<file path="config.mk">
export PLATFORM = sky130hd
export DESIGN_NAME = dma_bus_arbiter
export DESIGN_NICKNAME = d
export VERILOG_FILES = /design/src/rtl/dma_bus_arbiter_pkg.sv /design/src/rtl/dma_bus_arbiter_addr_gen.sv /design/src/rtl/dma_bus_arbiter.sv
export SDC_FILE = /design/constraint.sdc
export NUM_CORES = 1
export LEC_CHECK = 0
export CAP_MARGIN = 25
export CORE_ASPECT_RATIO = 1.75
export CORE_MARGIN = 8
export CORE_UTILIZATION = 50
export CTS_BUF_LIST = sky130_fd_sc_hd__clkbuf_8
export DETAILED_ROUTE_END_ITERATION = 10
export HOLD_SLACK_MARGIN = 0.08
export MAX_ROUTING_LAYER = met4
export PLACE_DENSITY = 0.95
export SYNTH_ARGS = -nofsm -noshare
export SYNTH_HDL_FRONTEND = slang
export SYNTH_SLANG_ARGS = --single-unit
</file>
<file path="constraint.sdc">
create_clock -name MCLK -period 5.5 [get_ports MCLK]
set_input_delay 1.1 -clock MCLK [delete_from_list [all_inputs] [get_ports MCLK]]
set_output_delay 1.1 -clock MCLK [all_outputs]
set_load 0.005 [all_outputs]
</file>
<file path="src/rtl/dma_bus_arbiter_pkg.sv">
`default_nettype none
// ============================================================================
// Module   : dma_bus_arbiter_pkg
// Purpose  : Shared types and constants for the DMA bus arbiter: FSM state
//            encoding, byte/word unit codes, address increments and the
//            word-alignment helper.
// Config   : DMA_CYCLE_STEAL_EN adds the ST_YIELD state encoding.
// Revision : 1.0 - initial release
// ============================================================================
package dma_bus_arbiter_pkg;

    // Transfer unit encoding, matching the CPU BW convention.
    localparam logic BYTE = 1'b1;
    localparam logic WORD = 1'b0;

    // Address step per transfer.
    localparam logic [15:0] INC_BYTE = 16'd1;
    localparam logic [15:0] INC_WORD = 16'd2;

    typedef enum logic [2:0] {
        ST_IDLE  = 3'd0,
        ST_RD    = 3'd1,
        ST_WR    = 3'd2,
`ifdef DMA_CYCLE_STEAL_EN
        ST_YIELD = 3'd3,
`endif
        ST_DONE  = 3'd4
    } dma_state_t;

    // Word accesses always go to an even address; the raw register keeps its
    // LSB so only the presented address is aligned.
    function automatic logic [15:0] align_addr(input logic [15:0] addr,
                                               input logic        bw);
        return (bw == BYTE) ? addr : {addr[15:1], 1'b0};
    endfunction

endpackage : dma_bus_arbiter_pkg
`default_nettype wire

</file>
<file path="src/rtl/dma_bus_arbiter_addr_gen.sv">
`default_nettype none
// ============================================================================
// Module   : dma_bus_arbiter_addr_gen
// Purpose  : Source/destination address registers of the DMA engine.
//            'load' latches the start addresses and transfer unit; 'step'
//            advances both addresses by one unit (mod 2^16). Presented
//            addresses are word-aligned when the unit is a word.
// Ports    : MCLK, RSTn (sync, active-low), load, step, src_in, dst_in,
//            bw_in -> src_addr, dst_addr, bw
// Revision : 1.0 - initial release
// ============================================================================
module dma_bus_arbiter_addr_gen
    import dma_bus_arbiter_pkg::*;
(
    input  logic        MCLK,
    input  logic        RSTn,
    input  logic        load,
    input  logic        step,
    input  logic [15:0] src_in,
    input  logic [15:0] dst_in,
    input  logic        bw_in,
    output logic [15:0] src_addr,
    output logic [15:0] dst_addr,
    output logic        bw
);

    logic [15:0] src_reg;
    logic [15:0] dst_reg;
    logic        bw_reg;
    logic [15:0] inc;

    assign inc = (bw_reg == BYTE) ? INC_BYTE : INC_WORD;

    always_ff @(posedge MCLK) begin
        if (!RSTn) begin
            src_reg <= 16'h0000;
            dst_reg <= 16'h0000;
            bw_reg  <= WORD;
        end else if (load) begin
            src_reg <= src_in;
            dst_reg <= dst_in;
            bw_reg  <= bw_in;
        end else if (step) begin
            // Natural 16-bit overflow gives the required wrap to 0x0000.
            src_reg <= src_reg + inc;
            dst_reg <= dst_reg + inc;
        end
    end

    assign src_addr = align_addr(src_reg, bw_reg);
    assign dst_addr = align_addr(dst_reg, bw_reg);
    assign bw       = bw_reg;

endmodule : dma_bus_arbiter_addr_gen
`default_nettype wire

</file>
<file path="src/rtl/dma_bus_arbiter.sv">
`default_nettype none
// ============================================================================
// Module   : dma_bus_arbiter
// Purpose  : Shares the system bus between the CPU and a single-channel DMA
//            block-transfer engine. A request is granted only at a CPU
//            instruction boundary; the engine then runs read/write pairs
//            and returns the bus with a one-cycle dma_done pulse.
// Ports    : MCLK, RSTn (sync, active-low)
//            cpu_MAB/cpu_MDBout/cpu_BW/cpu_MW/cpu_sync  - CPU bus side
//            MDBin                                      - memory read data
//            dma_req/dma_src/dma_dst/dma_bw/dma_cnt     - DMA request
//            MAB/MDBout/BW/MW                           - shared bus
//            cpu_hold, dma_busy, dma_done               - status
// Config   : DMA_CYCLE_STEAL_EN - return the bus to the CPU between
//            transfers (YIELD state) instead of bursting.
// Revision : 1.0 - initial release
// ============================================================================
module dma_bus_arbiter
    import dma_bus_arbiter_pkg::*;
#(
    parameter int CNT_W = 8
) (
    input  logic             MCLK,
    input  logic             RSTn,
    input  logic [15:0]      cpu_MAB,
    input  logic [15:0]      cpu_MDBout,
    input  logic             cpu_BW,
    input  logic             cpu_MW,
    input  logic             cpu_sync,
    input  logic [15:0]      MDBin,
    input  logic             dma_req,
    input  logic [15:0]      dma_src,
    input  logic [15:0]      dma_dst,
    input  logic             dma_bw,
    input  logic [CNT_W-1:0] dma_cnt,
    output logic [15:0]      MAB,
    output logic [15:0]      MDBout,
    output logic             BW,
    output logic             MW,
    output logic             cpu_hold,
    output logic             dma_busy,
    output logic             dma_done
);

    dma_state_t       state;
    logic [CNT_W-1:0] cnt;
    logic [CNT_W-1:0] cnt_dec;
    logic [15:0]      data;
    logic             grant;
    logic             load;
    logic             step;
    logic [15:0]      src_addr;
    logic [15:0]      dst_addr;
    logic             xfer_bw;

    assign grant   = (state == ST_IDLE) && dma_req && cpu_sync;
    assign load    = grant && (dma_cnt != '0);
    assign step    = (state == ST_WR);
    assign cnt_dec = cnt - CNT_W'(1);

    dma_bus_arbiter_addr_gen u_addr_gen (
        .MCLK     (MCLK),
        .RSTn     (RSTn),
        .load     (load),
        .step     (step),
        .src_in   (dma_src),
        .dst_in   (dma_dst),
        .bw_in    (dma_bw),
        .src_addr (src_addr),
        .dst_addr (dst_addr),
        .bw       (xfer_bw)
    );

    always_ff @(posedge MCLK) begin
        if (!RSTn) begin
            state    <= ST_IDLE;
            cnt      <= '0;
            data     <= 16'h0000;
            cpu_hold <= 1'b0;
            dma_done <= 1'b0;
        end else begin
            dma_done <= 1'b0;
            case (state)
                ST_IDLE: begin
                    if (grant) begin
                        if (dma_cnt != '0) begin
                            cnt      <= dma_cnt;
                            cpu_hold <= 1'b1;
                            state    <= ST_RD;
                        end else begin
                            // Empty request: acknowledge without touching the bus.
                            dma_done <= 1'b1;
                            state    <= ST_DONE;
                        end
                    end
                end
                ST_RD: begin
                    data  <= (xfer_bw == BYTE) ? {8'h00, MDBin[7:0]} : MDBin;
                    state <= ST_WR;
                end
                ST_WR: begin
                    cnt <= cnt_dec;
                    if (cnt_dec == '0) begin
                        // Release the CPU as DONE is entered so the DONE cycle
                        // already runs as a CPU cycle.
                        cpu_hold <= 1'b0;
                        dma_done <= 1'b1;
                        state    <= ST_DONE;
                    end else begin
`ifdef DMA_CYCLE_STEAL_EN
                        cpu_hold <= 1'b0;
                        state    <= ST_YIELD;
`else
                        state    <= ST_RD;
`endif
                    end
                end
`ifdef DMA_CYCLE_STEAL_EN
                ST_YIELD: begin
                    // Only re-stall the CPU at an instruction boundary.
                    if (cpu_sync) begin
                        cpu_hold <= 1'b1;
                        state    <= ST_RD;
                    end
                end
`endif
                ST_DONE: begin
                    cpu_hold <= 1'b0;
                    state    <= ST_IDLE;
                end
                default: begin
                    cpu_hold <= 1'b0;
                    state    <= ST_IDLE;
                end
            endcase
        end
    end

    // Bus mux: the engine owns the bus only in RD and WR; every other state
    // is a plain CPU pass-through.
    always_comb begin
        MAB    = cpu_MAB;
        MDBout = cpu_MDBout;
        BW     = cpu_BW;
        MW     = cpu_MW;
        case (state)
            ST_RD: begin
                MAB    = src_addr;
                MDBout = 16'h0000;
                BW     = xfer_bw;
                MW     = 1'b0;
            end
            ST_WR: begin
                MAB    = dst_addr;
                MDBout = (xfer_bw == BYTE) ? {8'h00, data[7:0]} : data;
                BW     = xfer_bw;
                MW     = 1'b1;
            end
            default: ;
        endcase
    end

    assign dma_busy = (state != ST_IDLE);

endmodule : dma_bus_arbiter
`default_nettype wire
</file>
Yosys cells after proc, flatten, opt, wreduce, memory -nomap -nowiden
Index checks and enable logic that the tools add are counted.
{ "word_totals": {"rom_bits": 0, "word_cells": 57, "ram_bits": 0, "latch_bits": 0, "n_memories": 0, "output_inout_bits": 37, "ff_bits": 62} }
{ "op_classes": {"n_shift": 0, "reduce_logical": 12, "add_sub_neg": 3, "bitwise": 1, "n_div": 0, "n_eq_ne": 5, "magnitude_cmp": 0, "n_mux": 28, "n_mul": 0} }
{ "ops": {"columns": ["cell", "count"], "rows": [
  ["$mux W16", 6],
  ["$pmux W16 S2", 2],
  ["$add A16 B2 Y16", 2],
  ["$mux W8", 2],
  ["$pmux W8 S2", 1],
  ["$mux W1", 9],
  ["$mux W3", 3],
  ["$pmux W3 S3", 1],
  ["$logic_not A8 Y1", 1],
  ["$reduce_bool A8 Y1", 1],
  ["$sub A8 B1 Y8 const B", 1],
  ["$ne A2 B1 Y1 const B", 2],
  ["$pmux W1 S2", 2],
  ["$reduce_and A4 Y1", 1],
  ["$reduce_bool A2 Y1", 2],
  ["$eq A3 B1 Y1 const B", 1],
  ["$eq A3 B2 Y1 const B", 1],
  ["$logic_and A1 B1 Y1", 3],
  ["$logic_not A3 Y1", 1],
  ["$pmux W1 S3", 1],
  ["$reduce_and A3 Y1", 1],
  ["$reduce_bool A3 Y1", 1],
  ["$mux W2", 1],
  ["$ne A2 B2 Y1 const B", 1],
  ["other kinds (2)", 2]
]} }

Logic depth before layout (Yosys ltp)
{ "depth": {"depth_word": 5, "ltp_mapped": 8, "mapped_depth_nobuf": 7} }

Hierarchy
Synthesis repeated with hierarchy kept, for this count alone.
{ "hier_totals": {"hier_cells": 521, "hier_area_um2": 4191.5} }
{ "modules_own_cells": {"columns": ["module", "area_per_inst_um2", "instances", "seq_area_each_um2", "cells_per_inst"], "rows": [
  ["dma_bus_arbiter_addr_gen", 2173.3, 1, 660.6, 258],
  ["dma_bus_arbiter", 2018.2, 1, 580.6, 263]
]} }

Worst setup path before layout
No wires, ideal clock.
{ "synth_path": {"path_kind": "register to output", "from": "reg state[0]", "to": "out MAB[0]", "arrival_time_ns": 1.516, "slack_ns": 2.884, "path_stages_with_launch": 7, "cell_sequence": "dfxtp_1 -> buf_2 -> nor3b_2 -> buf_2 -> buf_1 -> a22oi_1 -> o21ai_0"} }
{ "synth_via": {"elab_chain_len": 2, "word_cells_on_any_way": 3, "cone_classes": "eq/ne: 2; mux: 1"} }
{ "synth_lines": {"columns": ["item", "line_no", "rtl"], "rows": [
  ["from (decl)", "dma_bus_arbiter.sv:45", "dma_state_t state;"],
  ["from (signal assigned)", "dma_bus_arbiter.sv:76", "state <= ST_IDLE;"],
  ["from (signal assigned)", "dma_bus_arbiter.sv:89", "state <= ST_RD;"],
  ["from (signal assigned)", "dma_bus_arbiter.sv:93", "state <= ST_DONE;"],
  ["$eq A3 B2 Y1 / $eq A3 B1 Y1 (equally long branches)", "dma_bus_arbiter.sv:146", "case (state)"],
  ["$pmux W16 S2 (*)", "dma_bus_arbiter.sv:146", null],
  ["to (decl)", "dma_bus_arbiter.sv:36", "output logic [15:0] MAB,"]
]} }
Mark *: on every way between the ends. The rest lies on a longest branch, timed or not.

Worst setup path in the final report
{ "layout_path": {"from": "reg state[1]", "to": "out MAB[13]"} }
The elaborated chain is that of the path after synthesis.

==> run metrics <==
outcome=complete, no violations; final number of max-transition violations=0; Syn Area/Cell=7.66 sq um; Setup Viol. Count Final=0; setup ws final=1580 ps; peak supply drop=around 0.15 mV; Tot GR Track Use=0.246; initial antenna violation count=0; DPL Wire Length=9230 microns; Max clock buf depth=2; gr ovfl total=0; Skew-Pair Late Insertion Delay=350 ps; antenna cell count=0; # IOs=about 130; total core area=7180 sq um; main combinational cell family by area after synthesis=compound AO/OA/AOI/OAI gates; Die ar.=10,400 sq um; drt pass-1 iters=7; FILL cells=519; layout net count=698; crit-path cells=nor3b_4 -> buf_4 -> a22oi_1 -> nand2_1 -> clkdlybuf4s50_1; DRC errors left=0; Max stage delay on crit path=900 ps; relative slew slack=0.302; CP Max Fanout=25; Die W=80.8 microns; RSZ-0062 raised after global routing=false; Core Rows=41; Syn Nets=slightly below 600; Cell variety after synth=53; main flop type after synthesis=dfxtp_1; area growth from synthesis to layout=41.5%; Lkg Pwr=1.89 nW; global-route wire length before repair=between 20,000 and 25,000 microns; Tmin final=3920 ps; Max-Cap Viols=0; P per Cell Area=243 nW/um^2; CP Launch Type=flop; critical path class=reg -> out; routability cong.=0.971; vias in the first global route=approximately 4,300; Routed WL=12,800 microns; IO Port Bufs=about 130; fin area=5200 sq um; Post-synth EDFFs=0; gate count of the mapped netlist=479; compound-cell area share of the yosys netlist=0.284; CTS Buf Count=9; Critical Path AT=2820 ps; Post-CTS Resized=0; cell area after synthesis=3670 sq um; final hold vios=0; hold_buf cts=0; initial drt markers=489; WL/cell=18.8 microns; most common cell after layout, fill and taps aside=clkdlybuf4s50_1; Post-DRT Antenna Nets=0; critical path endpoint category=primary output; clock sink count=62; post-CTS setup buffers=0; CTS tree=built; Initial Utilization=0.511; vias per cell=6.27; register area share after synthesis=0.338; Post-Synth Simple-Gate Area=0.266; fraction of layout cells with a size suffix above 1=0.0619; TNS Setup=0 ps; CTS clk-pin slew, worst paths=approximately 60 ps; H-tree Lvls=3; critical path's slowest cell=nor3b_4; Synth Area in Adders=0.0314; placed instance area=around 5000 sq um; routed via count=4,292; die span in y=129 microns; Setup WS pre-CTS=1990 ps; mux cell area share after synthesis=0; FMAX=between 200 and 300 MHz; asr flop ratio synth=0; CTS Root Cell=clkbuf_8; Worst-Margin Slew=about 1000 ps; Worst Hold Class=reg -> reg; Synth Area in XOR/XNOR=0.0310; pin count of the biggest net entering global routing=35; yosys warns=0; most frequent cells in the layout=clkdlybuf4s50_1 (131), nand2_1 (94), dfxtp_1 (62), a21oi_1 (45), nor2_1 (41); worst path required time=between 4000 and 5000 ps; #FFs+latches synth=62; clk_skew=3.54 ps; Final period util=0.713
final timing paths:
check        slack (ps)                endpoint  cells after the start     startpoint
max                1580                 MAB[13]                      5       state[1]
min                 460                 data[2]                      2        data[2]
max reg2reg        2530  u_addr_gen.dst_reg[15]                      7  u_addr_gen.bw
min reg2reg         460                 data[2]                      2        data[2]
metal layers:
layer,global-route usage,vias to the layer above,wire [microns]
li1,-,1993,-
met1,0.256,2004,4700
met2,0.411,246,6490
met3,0.0569,49,1110
met4,0.140,0,530
met5,-,-,0
cell families after synthesis:
logic type / Yosys count
AOI/OAI and AO/OA: 148
xor gates and xnor gates: 13
adders and majority gates: 8
buffers and inverters: 43
DFF: 62
and+or+nand+nor: 205
synth_stat cells (4+ instances only):
cell type | count | area (sq um)
clkbuf_1 | 18 | 67.6
nand4_1 | 9 | 56.3
o21ai_0 | 21 | 105
nor2_1 | 42 | 158
nor3_1 | 10 | 50.1
nor4_1 | 4 | 25.0
a32o_1 | 9 | 90.1
a211oi_1 | 11 | 82.6
a311oi_1 | 7 | 61.3
a22o_1 | 8 | 70.1
nand2_1 | 94 | 353
ha_1 | 6 | 75.1
inv_1 | 6 | 22.5
xnor2_1 | 8 | 70.1
buf_1 | 5 | 18.8
a22oi_1 | 16 | 120
a21oi_1 | 45 | 225
xor2_1 | 5 | 43.8
and3_1 | 7 | 43.8
o211ai_1 | 5 | 37.5
dfxtp_1 | 62 | 1240
nand3_1 | 21 | 105
buf_2 | 10 | 50.1
worst max-delay path, delay by kind of cell, from the launching register on:
family	cells	cell delay, ps
and+or+nand+nor	2	990
buffers and inverters	2	880
DFF	1	440
AOI/OAI and AO/OA	1	150
final cells by class:
class	count	area (sq um)	share of cell area
clock buffer	12	165	0.0318
clock inverter	2	8.76	0.00169
inverter	8	30.0	0.00578
multi-input combinational	374	2260	0.436
sequential	62	1240	0.239
tap	86	108	0.0207
timing repair buffer	140	1380	0.265
power breakdown:
part	total [mW]	internal (mW)	leakage (nW)	switching (mW)
combinational	0.380	0.199	1.29	0.180
clock	0.359	0.193	0.0955	0.166
sequential	0.523	0.483	0.507	0.0397
metrics by stage:
step | std cells | hold slack, ps | total power [mW] | util
floorplan | 479 | 432 | 0.709 | -
global placement | 670 | 440 | 0.891 | 0.699
detailed placement | 670 | 447 | 0.904 | 0.699
CTS | 684 | 456 | 1.26 | 0.724
global route | 684 | 474 | 1.32 | 0.724
finish | 684 | 458 | 1.26 | 0.724
Note: power is estimated with default switching activity, not from simulation.
